===== src/rtl/anode_scan_capture_pkg.sv =====
// Shared definitions for the anode scan capture block.
// Latency: n/a (constants, types and a pure classification function).
// Backpressure: n/a.
//
// Contents:
//   DIG1..DIG4, IDLE_LO, IDLE_HI : active-low one-hot anode patterns
//   an_class_t                   : classification of a sampled anode pattern
//   scan_state_t                 : capture FSM states
//   classify_an()                : pattern -> an_class_t
package anode_scan_capture_pkg;

   // Active-low one-hot anode selects; bit0 drives digit 1.
   localparam logic [3:0] DIG1    = 4'b1110;
   localparam logic [3:0] DIG2    = 4'b1101;
   localparam logic [3:0] DIG3    = 4'b1011;
   localparam logic [3:0] DIG4    = 4'b0111;
   localparam logic [3:0] IDLE_LO = 4'b0000;
   localparam logic [3:0] IDLE_HI = 4'b1111;

   // Digit classes are encoded 0..3 so that bits [1:0] give the digit
   // index (digit number minus one) and bit 2 is clear for any digit.
   typedef enum logic [2:0] {
      CLS_DIG1 = 3'd0,
      CLS_DIG2 = 3'd1,
      CLS_DIG3 = 3'd2,
      CLS_DIG4 = 3'd3,
      CLS_IDLE = 3'd4,
      CLS_BAD  = 3'd5
   } an_class_t;

   typedef enum logic {
      ST_SYNC = 1'b0,
      ST_RUN  = 1'b1
   } scan_state_t;

   // Run-length counter width: must hold STABLE_CYCLES+1 for STABLE_CYCLES
   // up to 15, so that the counter can saturate one past the accept point.
   localparam int unsigned STAB_CNT_W = 5;

   function automatic an_class_t classify_an(input logic [3:0] an_pat);
      an_class_t cls;
      case (an_pat)
         DIG1:             cls = CLS_DIG1;
         DIG2:             cls = CLS_DIG2;
         DIG3:             cls = CLS_DIG3;
         DIG4:             cls = CLS_DIG4;
         IDLE_LO, IDLE_HI: cls = CLS_IDLE;
         default:          cls = CLS_BAD;
      endcase
      return cls;
   endfunction

endpackage


===== src/rtl/anode_stable_filter.sv =====
// Anode stability filter: classifies the registered anode pattern and flags
// acceptance once it has been seen on STABLE_CYCLES consecutive edges.
// Latency: accept/class are combinational from the registered pattern; backpressure: none.
//
// Ports:
//   clk_dv, reset : block clock, async active-high reset
//   an_q          : registered anode pattern
//   accept        : high for exactly one cycle per appearance of a stable digit
//   first_seen    : current pattern differs from the one sampled on the previous edge
//   an_class      : classification of an_q
module anode_stable_filter
   import anode_scan_capture_pkg::*;
#(
   parameter int STABLE_CYCLES = 1   // legal range 1..15
) (
   input  logic       clk_dv,
   input  logic       reset,
   input  logic [3:0] an_q,
   output logic       accept,
   output logic       first_seen,
   output an_class_t  an_class
);

   localparam logic [STAB_CNT_W-1:0] RUN_ACCEPT = STAB_CNT_W'(STABLE_CYCLES);
   localparam logic [STAB_CNT_W-1:0] RUN_SAT    = STAB_CNT_W'(STABLE_CYCLES + 1);
   localparam logic [STAB_CNT_W-1:0] RUN_ONE    = STAB_CNT_W'(1);

   logic [3:0]            prev_an;
   logic [STAB_CNT_W-1:0] run_cnt;
   logic [STAB_CNT_W-1:0] run_next;
   logic                  is_digit;

   // run_next is the number of consecutive edges on which an_q has held
   // its current value, including this one. It saturates one past the
   // accept point, so a held pattern hits RUN_ACCEPT exactly once.
   always_comb begin
      an_class   = classify_an(an_q);
      is_digit   = (an_class == CLS_DIG1) || (an_class == CLS_DIG2) ||
                   (an_class == CLS_DIG3) || (an_class == CLS_DIG4);
      first_seen = (an_q != prev_an);
      run_next   = RUN_ONE;
      if (!first_seen) begin
         if (run_cnt >= RUN_SAT) begin
            run_next = RUN_SAT;
         end else begin
            run_next = run_cnt + RUN_ONE;
         end
      end
      accept = is_digit && (run_next == RUN_ACCEPT);
   end

   // prev_an resets to the same value as the input register, so the idle
   // bus seen right after reset does not count as a new appearance.
   always_ff @(posedge clk_dv or posedge reset) begin
      if (reset) begin
         prev_an <= IDLE_LO;
         run_cnt <= '0;
      end else begin
         prev_an <= an_q;
         run_cnt <= run_next;
      end
   end

endmodule


===== src/rtl/anode_scan_capture.sv =====
// Captures the four digit values of a scanned 7-seg anode bus into a frame.
// Latency: input register + filter + FSM; frame_valid two edges after first DIG4 (STABLE_CYCLES=1).
// Backpressure: none; the scan bus cannot be stalled, frames are presented as pulses.
//
// Ports:
//   clk_dv, reset       : block clock, async active-high reset
//   an, led_data        : scanned anode select (active-low one-hot) and digit value
//   o1..o4              : last complete frame, digits 1..4 (held between frames)
//   frame_valid         : one-cycle pulse when o1..o4 update
//   seq_err             : one-cycle pulse on a scan-order or pattern violation
//   locked              : high while the FSM is in RUN
//   err_count           : saturating count of seq_err pulses
module anode_scan_capture
   import anode_scan_capture_pkg::*;
#(
   parameter int STABLE_CYCLES = 1,
   parameter int ERR_W         = 8
) (
   input  logic             clk_dv,
   input  logic             reset,
   input  logic [3:0]       an,
   input  logic [3:0]       led_data,
   output logic [3:0]       o1,
   output logic [3:0]       o2,
   output logic [3:0]       o3,
   output logic [3:0]       o4,
   output logic             frame_valid,
   output logic             seq_err,
   output logic             locked,
   output logic [ERR_W-1:0] err_count
);

   localparam logic [ERR_W-1:0] ERR_ONE = {{(ERR_W-1){1'b0}}, 1'b1};
   localparam logic [ERR_W-1:0] ERR_MAX = {ERR_W{1'b1}};

   logic [3:0]  an_q;
   logic [3:0]  led_q;
   logic        accept;
   logic        first_seen;
   an_class_t   an_class;
   logic [1:0]  dig_idx;
   scan_state_t state;
   logic [1:0]  exp_idx;      // expected digit, stored as digit number minus one
   logic [3:0]  sh1, sh2, sh3;
   logic        err_hit;
   logic        frame_hit;

   // Every decision below is taken on these registered copies.
   always_ff @(posedge clk_dv or posedge reset) begin
      if (reset) begin
         an_q  <= IDLE_LO;
         led_q <= 4'h0;
      end else begin
         an_q  <= an;
         led_q <= led_data;
      end
   end

   anode_stable_filter #(
      .STABLE_CYCLES (STABLE_CYCLES)
   ) u_filter (
      .clk_dv     (clk_dv),
      .reset      (reset),
      .an_q       (an_q),
      .accept     (accept),
      .first_seen (first_seen),
      .an_class   (an_class)
   );

   assign dig_idx = an_class[1:0];

   // A bad pattern is flagged on its first sample only, so one held glitch
   // costs one error. An out-of-order digit only counts once accepted.
   always_comb begin
      err_hit   = 1'b0;
      frame_hit = 1'b0;
      if (an_class == CLS_BAD) begin
         err_hit = first_seen;
      end else if (accept && (state == ST_RUN)) begin
         if (dig_idx != exp_idx) begin
            err_hit = 1'b1;
         end else if (dig_idx == 2'd3) begin
            frame_hit = 1'b1;
         end
      end
   end

   // Shadows follow every accepted digit regardless of lock state; only a
   // completed in-order frame ever reaches o1..o4, so stale shadow contents
   // from a broken frame are never published. Digit 4 goes straight to o4.
   always_ff @(posedge clk_dv or posedge reset) begin
      if (reset) begin
         sh1 <= 4'h0;
         sh2 <= 4'h0;
         sh3 <= 4'h0;
      end else if (accept) begin
         case (dig_idx)
            2'd0:    sh1 <= led_q;
            2'd1:    sh2 <= led_q;
            2'd2:    sh3 <= led_q;
            default: ;
         endcase
      end
   end

   always_ff @(posedge clk_dv or posedge reset) begin
      if (reset) begin
         state       <= ST_SYNC;
         exp_idx     <= 2'd0;
         o1          <= 4'h0;
         o2          <= 4'h0;
         o3          <= 4'h0;
         o4          <= 4'h0;
         frame_valid <= 1'b0;
         seq_err     <= 1'b0;
      end else begin
         frame_valid <= frame_hit;
         seq_err     <= err_hit;
         if (frame_hit) begin
            o1 <= sh1;
            o2 <= sh2;
            o3 <= sh3;
            o4 <= led_q;
         end
         if (an_class == CLS_BAD) begin
            state <= ST_SYNC;
         end else if (an_class == CLS_IDLE) begin
            // Blanking while locked means the scan stopped: drop the frame.
            state <= ST_SYNC;
         end else if (accept) begin
            case (state)
               ST_SYNC: begin
                  if (dig_idx == 2'd0) begin
                     state   <= ST_RUN;
                     exp_idx <= 2'd1;
                  end
               end
               default: begin
                  if (dig_idx == exp_idx) begin
                     exp_idx <= exp_idx + 2'd1;   // 3 -> 0 wraps digit 4 back to 1
                  end else if (dig_idx == 2'd0) begin
                     // Out of order, but a digit 1 is a valid frame start.
                     state   <= ST_RUN;
                     exp_idx <= 2'd1;
                  end else begin
                     state <= ST_SYNC;
                  end
               end
            endcase
         end
      end
   end

   assign locked = (state == ST_RUN);

   always_ff @(posedge clk_dv or posedge reset) begin
      if (reset) begin
         err_count <= '0;
      end else if (err_hit && (err_count != ERR_MAX)) begin
         err_count <= err_count + ERR_ONE;
      end
   end

endmodule

===== config.mk =====
export PLATFORM = sky130hd
export DESIGN_NAME = anode_scan_capture
export DESIGN_NICKNAME = d
export VERILOG_FILES = /design/src/rtl/anode_scan_capture_pkg.sv /design/src/rtl/anode_stable_filter.sv /design/src/rtl/anode_scan_capture.sv
export SDC_FILE = /design/constraint.sdc
export NUM_CORES = 1
export LEC_CHECK = 0
export CAP_MARGIN = 20
export CELL_PAD_IN_SITES_DETAIL_PLACEMENT = 1
export CELL_PAD_IN_SITES_GLOBAL_PLACEMENT = 1
export CORE_MARGIN = 2
export CORE_UTILIZATION = 40
export DETAILED_ROUTE_END_ITERATION = 8
export PLACE_DENSITY_LB_ADDON = 0.3
export SYNTH_ARGS = -nofsm -noshare
export SYNTH_HDL_FRONTEND = slang
export SYNTH_HIERARCHICAL = 1
export SYNTH_SLANG_ARGS = --single-unit

===== constraint.sdc =====
create_clock -name clk_dv -period 8.57 [get_ports clk_dv]
set_clock_uncertainty 0.2 [all_clocks]
set_input_delay 1.2855 -clock clk_dv [delete_from_list [all_inputs] [get_ports clk_dv]]
set_output_delay 1.2855 -clock clk_dv [all_outputs]
set_load 0.05 [all_outputs]

Word-level counts from Yosys, hierarchy flattened
Cells that the tools add are included.
Widths: inputs -> output; s select.
{"block": "classes", "n_lt_le_gt_ge": 1, "reduce_logical": 15, "addsub": 3, "bitwise_logic": 2, "n_mux": 19, "n_eq_ne": 18}
{"operator": "$eq 4x4->1 const B", "n": 4}
{"operator": "$pmux 3 s5", "n": 1}
{"operator": "$mux 1", "n": 13}
{"operator": "$mux 5", "n": 2}
{"operator": "$add 8x1->8 const B", "n": 1}
{"operator": "$ne 8x8->1 const B", "n": 1}
{"operator": "$eq 3x2->1 const B", "n": 2}
{"operator": "$eq 3x3->1 const B", "n": 2}
{"operator": "$mux 2", "n": 3}
{"operator": "$reduce_and 2->1", "n": 3}
{"operator": "$add 5x1->5 const B", "n": 1}
{"operator": "$eq 5x1->1 const B", "n": 1}
{"operator": "$ge 5x2->1 const B", "n": 1}
{"operator": "$eq 2x2->1 const B", "n": 2}
{"operator": "$eq 4x3->1 const B", "n": 1}
{"operator": "$logic_not 4->1", "n": 1}
{"operator": "$ne 4x4->1", "n": 1}
{"operator": "$eq 3x1->1 const B", "n": 1}
{"operator": "$logic_and 1x1->1", "n": 3}
{"operator": "$logic_not 3->1", "n": 1}
{"operator": "$logic_or 1x1->1", "n": 3}
{"operator": "$reduce_and 3->1", "n": 1}
{"operator": "$reduce_bool 3->1", "n": 1}
{"operator": "$add 2x1->2 const B", "n": 1}
{"operator": "6 further kinds", "n": 7}
{"block": "word_totals", "wordCells": 74, "reg_bits": 58, "in_bits": 10}

Depth between registers and ports, before layout
Gate-level depths: netlist of the first run.
{"block": "depth", "depth_word": 12, "mapped_depth": 9, "depth_no_buf": 8}

Modules after synthesis
The synthesis of the first run kept the hierarchy.
{"module": "anode_scan_capture", "area_per_inst_um2": 1986.9, "seq_area_each_um2": 1226.2, "cells_per_inst": 140, "n_inst": 1}
{"module": "anode_stable_filter", "area_per_inst_um2": 499.2, "seq_area_each_um2": 225.2, "cells_per_inst": 40, "n_inst": 1}

Worst setup path after synthesis of the first run
No wires, ideal clock.
{"block": "synth_path", "kind": "register -> register", "from": "register an_q[1]", "to": "register o1[0]", "synth_period_minus_slack_ns": 2.747, "t_required_ns": 8.245, "setup_slack_ns": 5.823, "t_arrival_ns": 2.423, "stages_incl_launch_ff": 10, "path_cell_list": "dfrtp_1 buf_2 and4b_1 a311oi_1 a21oi_2 and3_2 and3_2 nand2_2 clkbuf_8 mux2_2"}
{"block": "synth_via", "elab_chain_cells": 11, "word_cells_on_any_way": 27}
{"element": "start: declaration", "line_no": "anode_scan_capture.sv:36", "text": "logic [3:0] an_q;"}
{"element": "start signal: assignment", "line_no": "anode_scan_capture.sv:54", "text": "an_q <= an;"}
{"element": "$eq 4x4->1 / $logic_not 4->1 (equally long branches)", "line_no": "anode_scan_capture_pkg.sv:42", "text": "case (an_pat)"}
{"element": "$reduce_or 2->1", "line_no": "anode_scan_capture_pkg.sv:42"}
{"element": "$pmux 3 s5 (*)", "line_no": "anode_scan_capture_pkg.sv:42"}
{"element": "via an_class[2]", "line_no": "anode_scan_capture.sv:40", "text": "an_class_t an_class;"}
{"element": "$eq 3x1->1 / $logic_not 3->1 (equally long branches)", "line_no": "anode_stable_filter.sv:38", "text": "is_digit = (an_class == CLS_DIG1) || (an_class == CLS_DIG2) ||"}
{"element": "$logic_or 1x1->1 (2 in series)", "line_no": "anode_stable_filter.sv:38"}
{"element": "$logic_or 1x1->1 (*)", "line_no": "anode_stable_filter.sv:39", "text": "(an_class == CLS_DIG3) || (an_class == CLS_DIG4);"}
{"element": "$logic_and 1x1->1 (*)", "line_no": "anode_stable_filter.sv:49", "text": "accept = is_digit && (run_next == RUN_ACCEPT);"}
{"element": "via accept", "line_no": "anode_scan_capture.sv:38", "text": "logic accept;"}
{"element": "$logic_and 1x1->1 (*)", "line_no": "anode_scan_capture.sv:79", "text": "end else if (accept && (state == ST_RUN)) begin"}
{"element": "$mux 1 (*)", "line_no": "anode_scan_capture.sv:79"}
{"element": "$mux 1 (*)", "line_no": "anode_scan_capture.sv:77", "text": "if (an_class == CLS_BAD) begin"}
{"element": "end signal: assignment", "line_no": "anode_scan_capture.sv:110", "text": "o1 <= 4'h0;"}
{"element": "end signal: assignment", "line_no": "anode_scan_capture.sv:120", "text": "o1 <= sh1;"}
{"element": "end: declaration", "line_no": "anode_scan_capture.sv:23", "text": "output logic [3:0] o1,"}
The timed path passes the listed nets; every way through them passes the cells marked *.
A chain may end at the register's enable or synchronous reset.

Worst setup path in the final report of the first run
{"block": "layout_path", "from": "register state, in the netlist locked", "to": "output port locked"}
{"element": "start: declaration", "line_no": "anode_scan_capture.sv:42", "text": "scan_state_t state;"}
{"element": "start signal: assignment", "line_no": "anode_scan_capture.sv:108", "text": "state <= ST_SYNC;"}
{"element": "start signal: assignment", "line_no": "anode_scan_capture.sv:126", "text": "state <= ST_SYNC;"}
{"element": "start signal: assignment", "line_no": "anode_scan_capture.sv:129", "text": "state <= ST_SYNC;"}
{"element": "end: declaration", "line_no": "anode_scan_capture.sv:29", "text": "output logic locked,"}
No word-level cell between the ends.

==> out/results.txt, run 1 <==
TNS Setup: 0 ps
min cycle time layout: 3120 ps
Detailed Place HPWL: 3181 um
R2R depth: 5
antenna violations before repair: 0
GP Congestion: 0.7307
Clock Tree Root: clkbuf_8
flip-flop and latch count after synthesis: 58
first-pass GRT wire length: 8176 um
dpl ws: 5448 ps
DRC violations left: 0
Final Max Slew Viols: 0
Antenna diodes: 0
YS warnings: 6
crit share post-route: 0.3640
Core Area: 5956 um^2
RSZ-0062 raised after global routing: false
outcome: completed
drt via density: 5.069
Max-slew headroom: 0.3588
Antenna Violating Nets Remaining: 0
Post-Synth Adder-Cell Area: 0.01510
slowest CP cell: clkdlybuf4s50_1
CP cell instances: clkdlybuf4s50_1
slowest stage delay, CP: 840 ps
Worst setup endpoint: locked
I/O pin count: 37
final net count: 236
number of global-route vias before repair: 1628
CTS tree: yes
area grow syn2layout: 25.57%
Worst R2R Setup Slack: 5500 ps
reg2reg end: sh1[0]
Syn Std Cell Area: 2486 um^2
sequential share of the synthesized area: 0.5838
CP Launch Point: locked
min-delay worst type: flip-flop to flip-flop
Core Rows: 28
routed vias: 1536
Crit path buffers/inverters: 1
pwr dens: 259.3 nW/um^2
CTS Buf Count: 9
CTS H-tree depth: 3
Synth async-reset ratio: 1.000
Pre-Repair DR Iteration Count: 4
Overflow after GRT: 0
Startpoint Class: flip-flop
DIE HEIGHT: 82.84 um
Register Area: 1451 um^2
Lkg Pwr: 0.001428 uW
Synth Instances: 180
largest net degree at the start of global routing: 50
Worst Setup End Kind: output pin
final setup vio count: 0
WP data required: 7080 ps
area of the multi-input gates: 964.7 um^2
DIE AREA: 6862 um^2
fillers: 619
mux contribution to synthesized area: 0.1374
Worst-Margin Slew: 959.7 ps
R2R Path Start: u_filter/run_cnt[1]
PortBufs: 36
CP max FO: 5
ys flop type: dfrtp_1
post-CTS sizing: 0
Die Width: 82.84 um
largest family of logic cells by synthesized area: multiplexers
Post-CTS Setup Bufs: 0
clock sinks: 58
delay-heaviest family, CP: buffers and inverters
Synth Area in Compound Gates: 0.07851
Distinct cells, synth: 47
Avg Cell Area, Syn: 13.81 um^2
Worst path depth: 1
Synth Area in XOR/XNOR: 0.04479
worst skew pair latency: 330 ps
initial drt markers: 44
WS Path Type: flip-flop to output pin
post-synthesis simple-gate area fraction: 0.1092
Max Root-Sink Buffers: 2
Post-CTS Hold Buffers: 0
post-layout instance area: 3122 um^2
final setup slack of the worst path: 5450 ps
share of cells above drive strength 1: 0.2588
clock-pin slew on the worst setup and hold paths: 70 ps
worst vdd ir: 174.7 uV
Arrival @ worst endpoint: 1630 ps
Starting Density: 0.4174
Area after DPL: 2897 um^2
Post-synth EDFFs: 0
Max Freq: 0.3206 GHz
max capacitance violation total: 0
Overall Global Routing Usage: 0.1510
endpoints failing hold: 0
final wirelength: 4690 um
WL/cell: 15.48 um
## cells in the mapped netlist, types with 2 or more instances
library cell	number	area share
xor2_1	8	0.028
dfrtp_1	58	0.58
nand2_1	5	0.0075
nor3_1	2	0.0040
nor2_1	6	0.0091
o21ai_0	2	0.0040
a21oi_1	7	0.014
nand2b_1	2	0.0050
and4b_1	2	0.0081
buf_2	2	0.0040
and3_1	4	0.010
nand3b_1	4	0.012
ha_1	3	0.015
mux2_2	29	0.13
xor2_2	2	0.013
and3_2	2	0.0060
nand3_1	5	0.010
inv_1	7	0.011
o22a_1	2	0.0070
## power by group
group | internal (uW) | leakage (uW) | switching, uW
clock | 150 | 0.0000986 | 103
combinational | 83.4 | 0.000593 | 120
sequential | 314 | 0.000736 | 39.7
## cell usage in the layout, fill, tap and decap left out, drive strengths merged, types with 3 or more instances in the layout
cell / count
a21oi: 8
and3: 6
clkbuf: 12
clkdlybuf4s50: 36
dfrtp: 58
ha: 3
inv: 7
mux2: 30
nand2: 6
nand3: 5
nand3b: 4
nor2: 6
xor2: 10
## per-layer routing
metal  part of all wire  GRT usage  up-vias
li1                   -          -      731
met1               0.48     0.2003      769
met2               0.46     0.2280       29
met3              0.042    0.05368        7
met4              0.016    0.05812        0
met5                  0          0        -
## state kept, by name, summed over array words and instances (netlist names)
| signal | count |
|---|---|
| an_q | 4 |
| err_count | 8 |
| exp_idx | 2 |
| frame_valid | 1 |
| led_q | 4 |
| locked | 1 |
| o1 | 4 |
| o2 | 4 |
| o3 | 4 |
| o4 | 4 |
| seq_err | 1 |
| sh1 | 4 |
| sh2 | 4 |
| sh3 | 4 |
| u_filter/prev_an | 4 |
| u_filter/run_cnt | 5 |
## worst min path at each step
stage                       start                  end  cells after the start
after floorplan           an_q[1]  u_filter/prev_an[1]                      0
after global placement     sh2[3]                o2[3]                      1
after detailed placement   sh1[2]               sh1[2]                      1
after CTS                  sh1[2]               sh1[2]                      1
after global routing       sh1[2]               sh1[2]                      1
final                      sh2[3]                o2[3]                      1
## kinds of logic after synthesis
kind of cell | count (synthesis)
buffers and inverters | 13
and+or+nand+nor | 40
muxes | 30
xor gates and xnor gates | 11
adders and majority gates | 3
other | 1
AOI/OAI and AO/OA | 24
DFF | 58
## layout make-up
type                       instances  share of cell area
clock buffer                      12             0.04970
clock inverter                     4             0.01603
inverter                           7            0.008417
multi-input combinational        110              0.3090
sequential                        58              0.4649
tap                               75             0.03006
timing repair buffer              37              0.1218
## metrics by stage
step	hold slack [ps]	utilization	power [uW]	cells
detailed placement	292.2	0.4863	562.6	286
finish	301.4	0.5242	809.5	303
floorplan	148.7	-	497.2	181
global route	323.3	0.5242	854.9	303
global placement	282.3	0.4863	557.1	286
CTS	307.1	0.5208	821.5	302
No activity file was read; power rests on OpenSTA's default activity.
==> run 2, diff against run 1 <==
--- a/config.mk
+++ b/config.mk
@@ -9,7 +9,7 @@
 export CELL_PAD_IN_SITES_DETAIL_PLACEMENT = 1
 export CELL_PAD_IN_SITES_GLOBAL_PLACEMENT = 1
 export CORE_MARGIN = 2
-export CORE_UTILIZATION = 40
+export CORE_UTILIZATION = 39
 export DETAILED_ROUTE_END_ITERATION = 8
 export PLACE_DENSITY_LB_ADDON = 0.3
 export SYNTH_ARGS = -nofsm -noshare
==> constraint.sdc (replaced) <==
create_clock -name clk_dv -period 2.6 [get_ports clk_dv]
set_clock_uncertainty 0.2 [all_clocks]
set_input_delay 0.39 -clock clk_dv [delete_from_list [all_inputs] [get_ports clk_dv]]
set_output_delay 0.39 -clock clk_dv [all_outputs]
set_load 0.05 [all_outputs]
==> run 2 against run 1 <==
Sequential power rose to 3.3 times the previous value. First-iteration DRC count rose by 6.8%. Wire length rose by 7.4%. Sequential share of layout area fell by 1.3 points. Critical endpoint is now err_count[1].
==> out/results.txt, run 2 (same netlist as run 1, synthesis figures left out) <==
initial drt markers: 47
leading cell type in the layout, fill and taps excluded: dfrtp_1
TNS Setup: 0 ps
PortBufs: 36
Post-Place Cells: 300
final setup slack of the worst path: 86.13 ps
I/O pin count: 37
CTS tree: yes
Worst Setup End Kind: flip-flop
CP cell instances: or4_4, nand4bb_4, a21oi_4, buf_4, o2111ai_4, a32o_2, mux2_4
WP data required: 2620 ps
Starting Density: 0.3984
slowest CP cell: or4_4
Final Max Slew Viols: 0
Arrival @ worst endpoint: 2530 ps
largest net degree at the start of global routing: 50
CTS H-tree depth: 3
Overflow after GRT: 0
top flop regs: err_count x8, u_filter/run_cnt x5
Lkg Pwr: 0.001466 uW
Worst R2R Setup Slack: 90 ps
Antenna Violating Nets Remaining: 0
final wirelength: 5039 um
worst vdd ir: 403.3 uV
dpl ws: 49.57 ps
register name with the most flops: err_count
DRC violations left: 0
final setup vio count: 0
clock-pin slew on the worst setup and hold paths: 70 ps
min-delay worst type: input port to asynchronous set/reset pin
Max-slew headroom: 0.6605
max capacitance violation total: 0
number of global-route vias before repair: 1708
CP Launch Point: u_filter/run_cnt[4]
WL/cell: 15.95 um
outcome: completed
Detailed Place HPWL: 3468 um
R2R Path Start: u_filter/run_cnt[4]
drt via density: 5.025
endpoints failing hold: 0
slowest stage delay, CP: 540 ps
Core Area: 6241 um^2
RSZ-0062 raised after global routing: false
Antenna diodes: 0
Post-CTS Hold Buffers: 0
CTS Buf Count: 9
final non-filler cell total: 316
DIE AREA: 7029 um^2
WS Path Type: flip-flop to flip-flop
Worst setup endpoint: err_count[1]
first-pass GRT wire length: 8528 um
max FFs per register: 8
Max Freq: 0.3978 GHz
most frequent cells in the layout: 56 x dfrtp_1, 36 x clkdlybuf4s50_1, 29 x mux2_2
min cycle time layout: 2514 ps
Max Root-Sink Buffers: 2
CP max FO: 7
Core Rows: 29
antenna violations before repair: 0
crit share post-route: 0.9669
Startpoint Class: flip-flop
Pre-Repair DR Iteration Count: 4
Die Width: 83.84 um
Worst-Margin Slew: 507.7 ps
worst skew pair latency: 330 ps
GP Congestion: 0.8614
share of cells above drive strength 1: 0.3096
reg2reg end: err_count[1]
fillers: 650
clock sinks: 58
final net count: 247
Overall Global Routing Usage: 0.1569
routed vias: 1588
pwr dens: 808.0 nW/um^2
R2R depth: 7
area grow syn2layout: 29.34%
Clock Tree Root: clkbuf_8
DIE HEIGHT: 83.84 um
==> run 2: cell types whose count changed in the layout (fill, tap and decap cells not counted), sizes merged <==
cell	delta
buf	+11
bufinv	-1
clkbuf	-1
clkinv	+2
==> run 2: metrics by stage <==
stage	total power, uW	utilization	instance area (um^2)	hold slack [ps]
final	2598	0.5152	3216	180.7
after global routing	2738	0.5152	3216	211.2
after CTS	2632	0.5126	3199	189.0
after detailed placement	1897	0.4852	3028	251.8
after global placement	1875	0.4852	3028	252.8
after floorplan	1642	-	2516	17.92
==> run 2: worst min path at each step <==
stage          startpoint                   to  slack (ps)
2_1_floorplan       reset  u_filter/prev_an[0]          20
3_3_place_gp      an_q[0]  u_filter/prev_an[0]         250
4_1_cts             reset  u_filter/prev_an[0]         190
5_1_grt             reset  u_filter/prev_an[0]         210
3_5_place_dp      an_q[0]  u_filter/prev_an[0]         250
6_report            reset  u_filter/prev_an[0]         180
==> run 2: per-layer routing <==
metal / GRT usage / vias to the layer above / wire length, um
li1: - / 747 / -
met1: 0.2049 / 813 / 2365
met2: 0.2422 / 21 / 2443
met3: 0.04055 / 7 / 156
met4: 0.07918 / 0 / 74
met5: 0 / - / 0
==> run 2: repair_timing <==
action                                  4_1_cts  5_1_grt
setup buffers                                 0        0
gates resized for setup                       0        4
endpoints found under the setup margin        0       24
==> run 2: area by class of cell <==
class,count,area (um^2),share of cell area
clock buffers,11,141.4,0.04397
clock inverters,5,30.03,0.009339
inverters,7,26.28,0.008171
multi-input cells,110,1005,0.3125
flip-flops and latches,58,1454,0.4521
well taps,77,96.34,0.02996
repair buffers,48,462.9,0.1440
==> run 2: report_power, final <==
| group | switching (uW) | internal, uW | total [uW] |
|---|---|---|---|
| combinational | 411 | 296 | 707 |
| sequential | 134 | 1040 | 1170 |
| clock | 355 | 366 | 722 |
| total | 900 | 1700 | 2600 |
==> run 2: critical path: cells and delay by family, from the launching register on <==
kind / cells / cell delay (ps)
flip-flops: 1 / 360
buffers and inverters: 1 / 170
multiplexers: 1 / 300
AO/OA/AOI/OAI: 3 / 580
AND/OR/NAND/NOR: 2 / 790
